$ cat config.mk
export PLATFORM = sky130hd
export DESIGN_NAME = gemm_tile_ctrl_flat
export DESIGN_NICKNAME = d
export VERILOG_FILES = /design/src/rtl/gemm_pkg.sv /design/src/rtl/gemm_tile_ctrl_if.sv /design/src/rtl/gemm_en_gen.sv /design/src/rtl/gemm_tile_ctrl.sv /design/src/flat_wrapper.sv
export SDC_FILE = /design/constraint.sdc
export NUM_CORES = 1
export LEC_CHECK = 0
export CAP_MARGIN = 10
export CELL_PAD_IN_SITES_DETAIL_PLACEMENT = 1
export CELL_PAD_IN_SITES_GLOBAL_PLACEMENT = 2
export CORE_UTILIZATION = 36
export DETAILED_ROUTE_END_ITERATION = 8
export PLACE_DENSITY = 0.95
export RECOVER_POWER = 100
export SYNTH_ARGS = -nofsm -noshare
export SYNTH_HDL_FRONTEND = slang
export SYNTH_SLANG_ARGS = --single-unit
$ cat constraint.sdc
create_clock -name clk -period 6.15 [get_ports clk]
set_input_delay 0.9225 -clock clk [delete_from_list [all_inputs] [get_ports clk]]
set_output_delay 0.9225 -clock clk [all_outputs]
set_load 0.01 [all_outputs]
$ cat src/rtl/gemm_pkg.sv
// Shared types and default geometry for the GEMM tile sequencer and its datapath.
package gemm_pkg;

    typedef enum logic [1:0] {
        IDLE     = 2'd0,
        LOAD_WGT = 2'd1,
        WGT_WAIT = 2'd2,
        COMPUTE  = 2'd3
    } gemm_state_e;

    localparam int DEF_ARRAY_N              = 8;
    localparam int DEF_ARRAY_M              = 8;
    localparam int DEF_INP_MEM_ADDR_WIDTH_W = 12;
    localparam int DEF_WGT_MEM_ADDR_WIDTH_W = 13;
    localparam int DEF_ACC_MEM_ADDR_WIDTH_W = 12;
    localparam int DEF_MEM_RD_LAT           = 1;
    localparam int DEF_TILE_CNT_W           = 8;

    function automatic int max_int(input int a, input int b);
        return (a > b) ? a : b;
    endfunction

endpackage

$ cat src/rtl/gemm_tile_ctrl_if.sv
// Host/config and memory-side signals of the tile sequencer; master is the sequencer side.
interface gemm_tile_ctrl_if
    import gemm_pkg::*;
#(
    parameter int ARRAY_N              = DEF_ARRAY_N,
    parameter int TILE_CNT_W           = DEF_TILE_CNT_W,
    parameter int INP_MEM_ADDR_WIDTH_W = DEF_INP_MEM_ADDR_WIDTH_W,
    parameter int WGT_MEM_ADDR_WIDTH_W = DEF_WGT_MEM_ADDR_WIDTH_W,
    parameter int ACC_MEM_ADDR_WIDTH_W = DEF_ACC_MEM_ADDR_WIDTH_W
);
    logic                            start;
    logic                            abort;
    logic [TILE_CNT_W-1:0]           cfg_num_tiles;
    logic [INP_MEM_ADDR_WIDTH_W-1:0] cfg_inp_base;
    logic [WGT_MEM_ADDR_WIDTH_W-1:0] cfg_wgt_base;
    logic [ACC_MEM_ADDR_WIDTH_W-1:0] cfg_acc_base;
    logic                            cfg_accumulate;

    logic                            busy;
    logic                            done;
    logic [INP_MEM_ADDR_WIDTH_W-1:0] inp_mem_read_ADDR;
    logic                            inp_mem_read_EN;
    logic [WGT_MEM_ADDR_WIDTH_W-1:0] wgt_mem_read_ADDR;
    logic                            wgt_mem_read_EN;
    logic [ACC_MEM_ADDR_WIDTH_W-1:0] acc_mem_read_ADDR;
    logic                            acc_mem_read_EN;
    logic [ACC_MEM_ADDR_WIDTH_W-1:0] acc_mem_write_ADDR;
    logic                            acc_mem_write_EN;
    logic                            acc_add_en;
    logic [ARRAY_N-1:0]              b_path_en;
    logic [ARRAY_N-1:0]              b_en;

    modport master (
        input  start, abort, cfg_num_tiles, cfg_inp_base, cfg_wgt_base, cfg_acc_base,
               cfg_accumulate,
        output busy, done, inp_mem_read_ADDR, inp_mem_read_EN, wgt_mem_read_ADDR,
               wgt_mem_read_EN, acc_mem_read_ADDR, acc_mem_read_EN, acc_mem_write_ADDR,
               acc_mem_write_EN, acc_add_en, b_path_en, b_en
    );

    modport slave (
        output start, abort, cfg_num_tiles, cfg_inp_base, cfg_wgt_base, cfg_acc_base,
               cfg_accumulate,
        input  busy, done, inp_mem_read_ADDR, inp_mem_read_EN, wgt_mem_read_ADDR,
               wgt_mem_read_EN, acc_mem_read_ADDR, acc_mem_read_EN, acc_mem_write_ADDR,
               acc_mem_write_EN, acc_add_en, b_path_en, b_en
    );

endinterface

$ cat src/rtl/gemm_en_gen.sv
// Weight shift-path thermometer and diagonal per-column compute window, decoded from state + phase.
module gemm_en_gen
    import gemm_pkg::*;
#(
    parameter int ARRAY_N    = DEF_ARRAY_N,
    parameter int ARRAY_M    = DEF_ARRAY_M,
    parameter int MEM_RD_LAT = DEF_MEM_RD_LAT,
    parameter int PH_W       = 5
) (
    input  gemm_state_e       state,
    input  logic [PH_W-1:0]   phase,
    output logic [ARRAY_N-1:0] b_path_en,
    output logic [ARRAY_N-1:0] b_en
);

    // Column j's weight arrives MEM_RD_LAT cycles after its read; its inputs arrive skewed by j.
    always_comb begin
        // NOTE: every combinational output gets a default first so no path leaves it unassigned (no latch).
        b_path_en = '0;
        b_en      = '0;
        for (int j = 0; j < ARRAY_N; j++) begin
            if ((state == LOAD_WGT || state == WGT_WAIT) && int'(phase) >= MEM_RD_LAT + j)
                b_path_en[j] = 1'b1;
            if (state == COMPUTE && int'(phase) >= MEM_RD_LAT + j &&
                int'(phase) < MEM_RD_LAT + j + ARRAY_M)
                b_en[j] = 1'b1;
        end
    end

endmodule

$ cat src/rtl/gemm_tile_ctrl.sv
// Tile sequencer: weight load, input streaming and accumulator addressing for back-to-back tiles.
module gemm_tile_ctrl
    import gemm_pkg::*;
#(
    parameter int ARRAY_N              = DEF_ARRAY_N,
    parameter int ARRAY_M              = DEF_ARRAY_M,
    parameter int INP_MEM_ADDR_WIDTH_W = DEF_INP_MEM_ADDR_WIDTH_W,
    parameter int WGT_MEM_ADDR_WIDTH_W = DEF_WGT_MEM_ADDR_WIDTH_W,
    parameter int ACC_MEM_ADDR_WIDTH_W = DEF_ACC_MEM_ADDR_WIDTH_W,
    parameter int MEM_RD_LAT           = DEF_MEM_RD_LAT,
    parameter int OUT_LAT              = ARRAY_N + ARRAY_M + 1,
    parameter int TILE_CNT_W           = DEF_TILE_CNT_W
) (
    input logic clk,
    input logic reset_n,
    gemm_tile_ctrl_if.master bus
);

    localparam int INP_W  = INP_MEM_ADDR_WIDTH_W;
    localparam int WGT_W  = WGT_MEM_ADDR_WIDTH_W;
    localparam int ACC_W  = ACC_MEM_ADDR_WIDTH_W;
    localparam int PH_MAX = max_int(ARRAY_N + MEM_RD_LAT, OUT_LAT + ARRAY_M) - 1;
    localparam int PH_W   = max_int($clog2(PH_MAX + 1), 1);

    localparam logic [PH_W-1:0] LOAD_END  = PH_W'(ARRAY_N - 1);
    localparam logic [PH_W-1:0] WAIT_END  = PH_W'(ARRAY_N + MEM_RD_LAT - 1);
    localparam logic [PH_W-1:0] COMP_END  = PH_W'(OUT_LAT + ARRAY_M - 1);
    localparam logic [PH_W-1:0] INP_END   = PH_W'(ARRAY_M);
    localparam logic [PH_W-1:0] ACC_RD_LO = PH_W'(OUT_LAT - MEM_RD_LAT);
    localparam logic [PH_W-1:0] ACC_RD_HI = PH_W'(OUT_LAT - MEM_RD_LAT + ARRAY_M);
    localparam logic [PH_W-1:0] ACC_WR_LO = PH_W'(OUT_LAT);

    gemm_state_e           state_q, state_d;
    logic [PH_W-1:0]       phase_q, phase_d;
    logic [TILE_CNT_W-1:0] tile_q, tile_d, num_tiles_q, num_tiles_d;
    logic                  acc_add_q, acc_add_d;
    logic [WGT_W-1:0]      wgt_tile_q, wgt_tile_d;
    logic [INP_W-1:0]      inp_tile_q, inp_tile_d;
    logic [ACC_W-1:0]      acc_tile_q, acc_tile_d;

    logic                  busy_q, busy_d, done_q, done_d;
    logic                  wgt_en_q, wgt_en_d, inp_en_q, inp_en_d;
    logic                  acc_rd_en_q, acc_rd_en_d, acc_wr_en_q, acc_wr_en_d;
    logic [WGT_W-1:0]      wgt_addr_q, wgt_addr_d;
    logic [INP_W-1:0]      inp_addr_q, inp_addr_d;
    logic [ACC_W-1:0]      acc_rd_addr_q, acc_rd_addr_d, acc_wr_addr_q, acc_wr_addr_d;
    logic [ARRAY_N-1:0]    b_path_q, b_path_d, b_en_q, b_en_d;

    // Tile bases advance by one tile per pass, so addresses are base + phase with no multiply.
    always_comb begin
        state_d     = state_q;
        phase_d     = phase_q;
        tile_d      = tile_q;
        num_tiles_d = num_tiles_q;
        acc_add_d   = acc_add_q;
        wgt_tile_d  = wgt_tile_q;
        inp_tile_d  = inp_tile_q;
        acc_tile_d  = acc_tile_q;
        done_d      = 1'b0;

        unique case (state_q)
            IDLE: begin
                if (bus.start && !bus.abort) begin
                    num_tiles_d = bus.cfg_num_tiles;
                    acc_add_d   = bus.cfg_accumulate;
                    wgt_tile_d  = bus.cfg_wgt_base;
                    inp_tile_d  = bus.cfg_inp_base;
                    acc_tile_d  = bus.cfg_acc_base;
                    tile_d      = '0;
                    phase_d     = '0;
                    if (bus.cfg_num_tiles == '0) done_d = 1'b1;
                    else                         state_d = LOAD_WGT;
                end
            end
            LOAD_WGT: begin
                phase_d = phase_q + PH_W'(1);
                if (phase_q == LOAD_END) state_d = WGT_WAIT;
            end
            WGT_WAIT: begin
                phase_d = phase_q + PH_W'(1);
                if (phase_q == WAIT_END) begin
                    state_d = COMPUTE;
                    phase_d = '0;
                end
            end
            COMPUTE: begin
                phase_d = phase_q + PH_W'(1);
                if (phase_q == COMP_END) begin
                    phase_d = '0;
                    if (tile_q != num_tiles_q - TILE_CNT_W'(1)) begin
                        state_d    = LOAD_WGT;
                        tile_d     = tile_q + TILE_CNT_W'(1);
                        wgt_tile_d = wgt_tile_q + WGT_W'(ARRAY_N);
                        inp_tile_d = inp_tile_q + INP_W'(ARRAY_M);
                        acc_tile_d = acc_tile_q + ACC_W'(ARRAY_M);
                    end else begin
                        state_d = IDLE;
                        done_d  = 1'b1;
                    end
                end
            end
            default: state_d = IDLE;
        endcase

        if (bus.abort && state_q != IDLE) begin
            state_d = IDLE;
            phase_d = '0;
            done_d  = 1'b0;
        end

        // Outputs are decoded from the next state so the registered copies line up with it.
        busy_d        = (state_d != IDLE);
        wgt_en_d      = (state_d == LOAD_WGT);
        wgt_addr_d    = wgt_en_d ? wgt_tile_d + WGT_W'(phase_d) : '0;
        inp_en_d      = (state_d == COMPUTE) && (phase_d < INP_END);
        inp_addr_d    = inp_en_d ? inp_tile_d + INP_W'(phase_d) : '0;
        acc_rd_en_d   = (state_d == COMPUTE) && acc_add_d &&
                        (phase_d >= ACC_RD_LO) && (phase_d < ACC_RD_HI);
        acc_rd_addr_d = acc_rd_en_d ? acc_tile_d + ACC_W'(phase_d - ACC_RD_LO) : '0;
        acc_wr_en_d   = (state_d == COMPUTE) && (phase_d >= ACC_WR_LO);
        acc_wr_addr_d = acc_wr_en_d ? acc_tile_d + ACC_W'(phase_d - ACC_WR_LO) : '0;
    end

    gemm_en_gen #(
        .ARRAY_N    (ARRAY_N),
        .ARRAY_M    (ARRAY_M),
        .MEM_RD_LAT (MEM_RD_LAT),
        .PH_W       (PH_W)
    ) u_en_gen (
        .state     (state_d),
        .phase     (phase_d),
        .b_path_en (b_path_d),
        .b_en      (b_en_d)
    );

    always_ff @(posedge clk or negedge reset_n) begin
        if (!reset_n) begin
            state_q       <= IDLE;
            phase_q       <= '0;
            tile_q        <= '0;
            num_tiles_q   <= '0;
            acc_add_q     <= 1'b0;
            wgt_tile_q    <= '0;
            inp_tile_q    <= '0;
            acc_tile_q    <= '0;
            busy_q        <= 1'b0;
            done_q        <= 1'b0;
            wgt_en_q      <= 1'b0;
            wgt_addr_q    <= '0;
            inp_en_q      <= 1'b0;
            inp_addr_q    <= '0;
            acc_rd_en_q   <= 1'b0;
            acc_rd_addr_q <= '0;
            acc_wr_en_q   <= 1'b0;
            acc_wr_addr_q <= '0;
            b_path_q      <= '0;
            b_en_q        <= '0;
        end else begin
            // NOTE: non-blocking assignments so every register samples pre-edge values.
            state_q       <= state_d;
            phase_q       <= phase_d;
            tile_q        <= tile_d;
            num_tiles_q   <= num_tiles_d;
            acc_add_q     <= acc_add_d;
            wgt_tile_q    <= wgt_tile_d;
            inp_tile_q    <= inp_tile_d;
            acc_tile_q    <= acc_tile_d;
            busy_q        <= busy_d;
            done_q        <= done_d;
            wgt_en_q      <= wgt_en_d;
            wgt_addr_q    <= wgt_addr_d;
            inp_en_q      <= inp_en_d;
            inp_addr_q    <= inp_addr_d;
            acc_rd_en_q   <= acc_rd_en_d;
            acc_rd_addr_q <= acc_rd_addr_d;
            acc_wr_en_q   <= acc_wr_en_d;
            acc_wr_addr_q <= acc_wr_addr_d;
            b_path_q      <= b_path_d;
            b_en_q        <= b_en_d;
        end
    end

    assign bus.busy               = busy_q;
    assign bus.done               = done_q;
    assign bus.wgt_mem_read_EN    = wgt_en_q;
    assign bus.wgt_mem_read_ADDR  = wgt_addr_q;
    assign bus.inp_mem_read_EN    = inp_en_q;
    assign bus.inp_mem_read_ADDR  = inp_addr_q;
    assign bus.acc_mem_read_EN    = acc_rd_en_q;
    assign bus.acc_mem_read_ADDR  = acc_rd_addr_q;
    assign bus.acc_mem_write_EN   = acc_wr_en_q;
    assign bus.acc_mem_write_ADDR = acc_wr_addr_q;
    assign bus.acc_add_en         = acc_add_q;
    assign bus.b_path_en          = b_path_q;
    assign bus.b_en               = b_en_q;

endmodule

$ cat src/flat_wrapper.sv
// flat-port wrapper written by rule: the top's interface ports become plain ports
module gemm_tile_ctrl_flat import gemm_pkg::*;
#(
    parameter int ARRAY_N              = DEF_ARRAY_N,
    parameter int ARRAY_M              = DEF_ARRAY_M,
    parameter int INP_MEM_ADDR_WIDTH_W = DEF_INP_MEM_ADDR_WIDTH_W,
    parameter int WGT_MEM_ADDR_WIDTH_W = DEF_WGT_MEM_ADDR_WIDTH_W,
    parameter int ACC_MEM_ADDR_WIDTH_W = DEF_ACC_MEM_ADDR_WIDTH_W,
    parameter int MEM_RD_LAT           = DEF_MEM_RD_LAT,
    parameter int OUT_LAT              = ARRAY_N + ARRAY_M + 1,
    parameter int TILE_CNT_W           = DEF_TILE_CNT_W
)
  (clk, reset_n, bus_start, bus_abort, bus_cfg_num_tiles, bus_cfg_inp_base, bus_cfg_wgt_base, bus_cfg_acc_base, bus_cfg_accumulate, bus_busy, bus_done, bus_inp_mem_read_ADDR, bus_inp_mem_read_EN, bus_wgt_mem_read_ADDR, bus_wgt_mem_read_EN, bus_acc_mem_read_ADDR, bus_acc_mem_read_EN, bus_acc_mem_write_ADDR, bus_acc_mem_write_EN, bus_acc_add_en, bus_b_path_en, bus_b_en);
  gemm_tile_ctrl_if #(.ARRAY_N(ARRAY_N), .TILE_CNT_W(TILE_CNT_W), .INP_MEM_ADDR_WIDTH_W(INP_MEM_ADDR_WIDTH_W), .WGT_MEM_ADDR_WIDTH_W(WGT_MEM_ADDR_WIDTH_W), .ACC_MEM_ADDR_WIDTH_W(ACC_MEM_ADDR_WIDTH_W)) bus_i ();
  input logic clk;
  input logic reset_n;
  input wire logic [$bits(bus_i.start)-1:0] bus_start;
  input wire logic [$bits(bus_i.abort)-1:0] bus_abort;
  input wire logic [$bits(bus_i.cfg_num_tiles)-1:0] bus_cfg_num_tiles;
  input wire logic [$bits(bus_i.cfg_inp_base)-1:0] bus_cfg_inp_base;
  input wire logic [$bits(bus_i.cfg_wgt_base)-1:0] bus_cfg_wgt_base;
  input wire logic [$bits(bus_i.cfg_acc_base)-1:0] bus_cfg_acc_base;
  input wire logic [$bits(bus_i.cfg_accumulate)-1:0] bus_cfg_accumulate;
  output wire logic [$bits(bus_i.busy)-1:0] bus_busy;
  output wire logic [$bits(bus_i.done)-1:0] bus_done;
  output wire logic [$bits(bus_i.inp_mem_read_ADDR)-1:0] bus_inp_mem_read_ADDR;
  output wire logic [$bits(bus_i.inp_mem_read_EN)-1:0] bus_inp_mem_read_EN;
  output wire logic [$bits(bus_i.wgt_mem_read_ADDR)-1:0] bus_wgt_mem_read_ADDR;
  output wire logic [$bits(bus_i.wgt_mem_read_EN)-1:0] bus_wgt_mem_read_EN;
  output wire logic [$bits(bus_i.acc_mem_read_ADDR)-1:0] bus_acc_mem_read_ADDR;
  output wire logic [$bits(bus_i.acc_mem_read_EN)-1:0] bus_acc_mem_read_EN;
  output wire logic [$bits(bus_i.acc_mem_write_ADDR)-1:0] bus_acc_mem_write_ADDR;
  output wire logic [$bits(bus_i.acc_mem_write_EN)-1:0] bus_acc_mem_write_EN;
  output wire logic [$bits(bus_i.acc_add_en)-1:0] bus_acc_add_en;
  output wire logic [$bits(bus_i.b_path_en)-1:0] bus_b_path_en;
  output wire logic [$bits(bus_i.b_en)-1:0] bus_b_en;
  assign bus_i.start = bus_start;
  assign bus_i.abort = bus_abort;
  assign bus_i.cfg_num_tiles = bus_cfg_num_tiles;
  assign bus_i.cfg_inp_base = bus_cfg_inp_base;
  assign bus_i.cfg_wgt_base = bus_cfg_wgt_base;
  assign bus_i.cfg_acc_base = bus_cfg_acc_base;
  assign bus_i.cfg_accumulate = bus_cfg_accumulate;
  assign bus_busy = bus_i.busy;
  assign bus_done = bus_i.done;
  assign bus_inp_mem_read_ADDR = bus_i.inp_mem_read_ADDR;
  assign bus_inp_mem_read_EN = bus_i.inp_mem_read_EN;
  assign bus_wgt_mem_read_ADDR = bus_i.wgt_mem_read_ADDR;
  assign bus_wgt_mem_read_EN = bus_i.wgt_mem_read_EN;
  assign bus_acc_mem_read_ADDR = bus_i.acc_mem_read_ADDR;
  assign bus_acc_mem_read_EN = bus_i.acc_mem_read_EN;
  assign bus_acc_mem_write_ADDR = bus_i.acc_mem_write_ADDR;
  assign bus_acc_mem_write_EN = bus_i.acc_mem_write_EN;
  assign bus_acc_add_en = bus_i.acc_add_en;
  assign bus_b_path_en = bus_i.b_path_en;
  assign bus_b_en = bus_i.b_en;
  gemm_tile_ctrl #(.ARRAY_N(ARRAY_N), .ARRAY_M(ARRAY_M), .INP_MEM_ADDR_WIDTH_W(INP_MEM_ADDR_WIDTH_W), .WGT_MEM_ADDR_WIDTH_W(WGT_MEM_ADDR_WIDTH_W), .ACC_MEM_ADDR_WIDTH_W(ACC_MEM_ADDR_WIDTH_W), .MEM_RD_LAT(MEM_RD_LAT), .OUT_LAT(OUT_LAT), .TILE_CNT_W(TILE_CNT_W)) u_core (.clk(clk), .reset_n(reset_n), .bus(bus_i));
endmodule
==> reports/metrics.cfg <==
[critical_path]
timing.critical_path.cells=inv_1, ha_1, nor3b_1, and3_1, nor4_1, o211ai_2, clkbuf_1, nand3_1, nor4_1, a32oi_1, o21ai_0, ha_1, nand3_1, nand2_1, a41oi_1, a21oi_1, xnor2_1, xnor2_1, nor2_1
worstSetupPathType=register to register
timing.critical_path.slowest_stage_cell=sky130_fd_sc_hd__clkbuf_1
wp_data_arrival_ps=5730
worst-endpoint-required_ps=6450
rrSetupSlack_ps=720
reg2reg_depth=19
worst-path-max-fanout=21
cp_slowest_stage_delay_ps=790
rr_endpoint=u_core.bus.acc_mem_write_ADDR[11]
crit_path_end_kind=register
reg2reg_from=u_core.num_tiles_q[0]
timing.critical_path.from_type=register

[detailed_routing]
drc_violation_count_after_routing=0
finalWirelength_um=24510
drt_first_pass_iters=5
num_vias=6916
route.detailed.wl_per_inst_um=19.47
ant_nets=0
drt_iter0_markers=330
avgViaCountPerCell=5.493

[final_layout]
diodes=0
area_growth_pct=25.81
layout-drive-gt1-share=0.06199
mostFrequentLayoutCell=sky130_fd_sc_hd__dfrtp_1
fillerInstances=2407
seq_area_um2=3303
mostFrequentLayoutCells=sky130_fd_sc_hd__dfrtp_1 (132), sky130_fd_sc_hd__nand2_1 (90), sky130_fd_sc_hd__dlygate4sd3_1 (73)
design.final.nets=1075
multiInputGateArea_um2=4129
final-instance-count-excl-fill=1259

[job]
maxCapViolCount=1

[timing]
setup_viol=0
fin_skew_ps=12.85
timing_hold_violations_final=0
fin_crit_sh=0.8824
fmax_mhz=184.3
timing.setup.tns_ps=0
setup_repair_after_global_routing_missed_its_margin=false
report.final.slew_viol_count=81
timing.max_slew.rel_slack=-1.915
timing.final.crit_period_ps=5427
max_slew.worst_pin.slew_ps=4372

[placed_design]
routabilityCongestion=0.8789
quantity_of_i_o_buffers_inserted_on_ports=121
hpwl_um=17970
placed_cells_incl_taps=1227

[cts]
cts_max_path_bufs=2
clkLatencyLatePin_ps=440
cts_made_buffers=17
cts_tree=done
cts.reportedPaths.clkPinSlew_ps=70
hold_buffers=0
post-cts-setup-buffer-count=0
cts-root-buf=sky130_fd_sc_hd__clkbuf_16
cts.htree.levels=4
cts_resized=0
clock_sink_count=132

[worst_hold_path]
min-delay-start=u_core.wgt_tile_q[0]
worstHoldPathType=register to register
hold_end=u_core.wgt_tile_q[0]
hold_depth=1

[die]
initial_core_utilization=0.3703
floorplan.io_pins=122
die_height_um=149.5
floorplan.rows=53
die_width_um=149.5
placeableCoreArea_um2=21150
design.die.area_um2=22350

[logic_synthesis]
synth_enable_flop_cells=0
synth_cells=846
yosys.cell_types.count=79
synthFlopType=sky130_fd_sc_hd__dfrtp_1
synth_warnings=0
ys_ff_latch=132
synth_sequential_area_ratio=0.4217
postSynthAreaPerCell_um2=9.258
synthesis.area_um2=7833
share_of_flip_flops_with_an_asynchronous_set_or_reset=1.000
synthesized_net_count=950

[global_route]
grt_max_degree=81
grt_util_all_layers=0.2321
antenna_found_initial=1
grt_pass1_vias=7297
grt.overflow.total=0
grt_first_pass_wirelength_um=39630

[pwr]
p_total_uw=3851
power_density_nw_per_um2=390.7
vdd_drop_max_mv=0.1792
lkg_pwr_uw=0.004710

[outcome]
failed_checks=max-capacitance violations, max-slew violations
outcome=finished, violations left

==> registers in the layout, summed over array words and instances, names as in the netlist, 2 cells and up <==
| signal | cells |
|---|---|
| u_core.num_tiles_q | 8 |
| u_core.tile_q | 8 |
| u_core.acc_tile_q | 12 |
| u_core.bus.acc_mem_read_ADDR | 12 |
| u_core.bus.wgt_mem_read_ADDR | 13 |
| u_core.state_q | 2 |
| u_core.phase_q | 5 |
| u_core.bus.b_path_en | 8 |
| u_core.wgt_tile_q | 13 |
| u_core.bus.inp_mem_read_ADDR | 12 |
| u_core.bus.acc_mem_write_ADDR | 12 |
| u_core.inp_tile_q | 12 |
| u_core.bus.b_en | 8 |
==> worst max path at each step <==
stage	end	slack, ps	startpoint
after global placement	u_core.bus.acc_mem_read_ADDR[10]	860	bus_start
after CTS	u_core.bus.acc_mem_read_ADDR[10]	970	bus_start
after global routing	u_core.bus.acc_mem_write_ADDR[11]	270	u_core.num_tiles_q[0]
final	u_core.bus.acc_mem_write_ADDR[11]	720	u_core.num_tiles_q[0]
after floorplan	u_core.bus.acc_mem_read_ADDR[10]	1780	bus_start
after detailed placement	u_core.bus.acc_mem_read_ADDR[10]	620	bus_start
==> layout make-up <==
type                            count  share of cell area
Tap cell                          275             0.03492
Multi-Input combinational cell    626              0.4190
Inverter                           59             0.02247
Timing Repair Buffer              135              0.1303
Clock buffer                       17             0.04317
Clock inverter                     15             0.01498
Sequential cell                   132              0.3352
==> worst max-delay path, delay by kind of cell (launching register included) <==
kind,cells,cell delay [ps]
simple gates,8,1820
compound gates,5,1170
buf+inv,2,890
fa+ha+maj,2,640
flops,1,430
xor+xnor,2,330
==> where the power goes <==
| group | switching (uW) | internal [uW] |
|---|---|---|
| Combinational | 992 | 679 |
| Clock | 440 | 566 |
| Sequential | 147 | 1030 |
| Total | 1580 | 2270 |
==> metal layers <==
metal  global-route usage  wire [um]  vias up
li1                     -          -     3243
met1               0.2942      10770     3462
met2               0.3852      11960      176
met3              0.04695       1232       35
met4              0.09337        551        0
met5                    0          0        -
==> synth_stat cells (3+ instances only) <==
library cell	number	area (um^2)
sky130_fd_sc_hd__nand4_1	10	62.56
sky130_fd_sc_hd__nor2_1	72	270.3
sky130_fd_sc_hd__xnor2_1	30	262.8
sky130_fd_sc_hd__o21ai_0	35	175.2
sky130_fd_sc_hd__mux2i_1	6	60.06
sky130_fd_sc_hd__nand3_1	18	90.09
sky130_fd_sc_hd__dfrtp_1	132	3303
sky130_fd_sc_hd__clkbuf_1	23	86.33
sky130_fd_sc_hd__ha_1	50	625.6
sky130_fd_sc_hd__a21o_1	11	82.58
sky130_fd_sc_hd__nor3_1	25	125.1
sky130_fd_sc_hd__a221oi_1	11	96.34
sky130_fd_sc_hd__nand2b_1	6	37.54
sky130_fd_sc_hd__or2_2	8	50.05
sky130_fd_sc_hd__nor4_2	3	37.54
sky130_fd_sc_hd__fa_1	4	80.08
sky130_fd_sc_hd__a311oi_1	3	26.28
sky130_fd_sc_hd__nand2_1	90	337.8
sky130_fd_sc_hd__o311ai_0	3	26.28
sky130_fd_sc_hd__nor3b_1	8	60.06
sky130_fd_sc_hd__a22o_1	17	148.9
sky130_fd_sc_hd__a41o_1	3	30.03
sky130_fd_sc_hd__a21oi_1	54	270.3
sky130_fd_sc_hd__inv_1	57	214.0
sky130_fd_sc_hd__a31oi_1	16	100.1
sky130_fd_sc_hd__or3_1	9	56.30
sky130_fd_sc_hd__and3_1	20	125.1
sky130_fd_sc_hd__o21a_1	4	30.03
sky130_fd_sc_hd__o21bai_1	8	60.06
sky130_fd_sc_hd__a22oi_1	5	37.54
sky130_fd_sc_hd__nor2b_1	16	100.1
sky130_fd_sc_hd__and2_1	11	68.82
sky130_fd_sc_hd__xor2_1	14	122.6
sky130_fd_sc_hd__nor4_1	9	56.30
sky130_fd_sc_hd__a32oi_1	3	26.28
==> through the flow <==
step / area, um^2 / utilization / setup WS (ps) / hold WS [ps]
after floorplan: 7833 / - / 1781 / 469.4
after global routing: 9854 / 0.4658 / 272.1 / 523.4
after CTS: 9933 / 0.4696 / 974.6 / 512.3
after detailed placement: 9360 / 0.4425 / 623.5 / 498.6
final: 9854 / 0.4658 / 723.3 / 515.2
after global placement: 9360 / 0.4425 / 856.4 / 496.2
==> cell families (layout without fill, tap and decap cells) <==
| kind of cell | after synthesis | count (layout) | share of synthesized area |
|---|---|---|---|
| flops | 132 | 132 | 0.4217 |
| compound gates | 202 | 202 | 0.1788 |
| fa+ha+maj | 54 | 54 | 0.09010 |
| simple gates | 317 | 317 | 0.2022 |
| xor+xnor | 45 | 45 | 0.05128 |
| buf+inv | 88 | 226 | 0.04537 |
| mux | 8 | 8 | 0.01054 |
No activity file was read; power rests on OpenSTA's default activity.
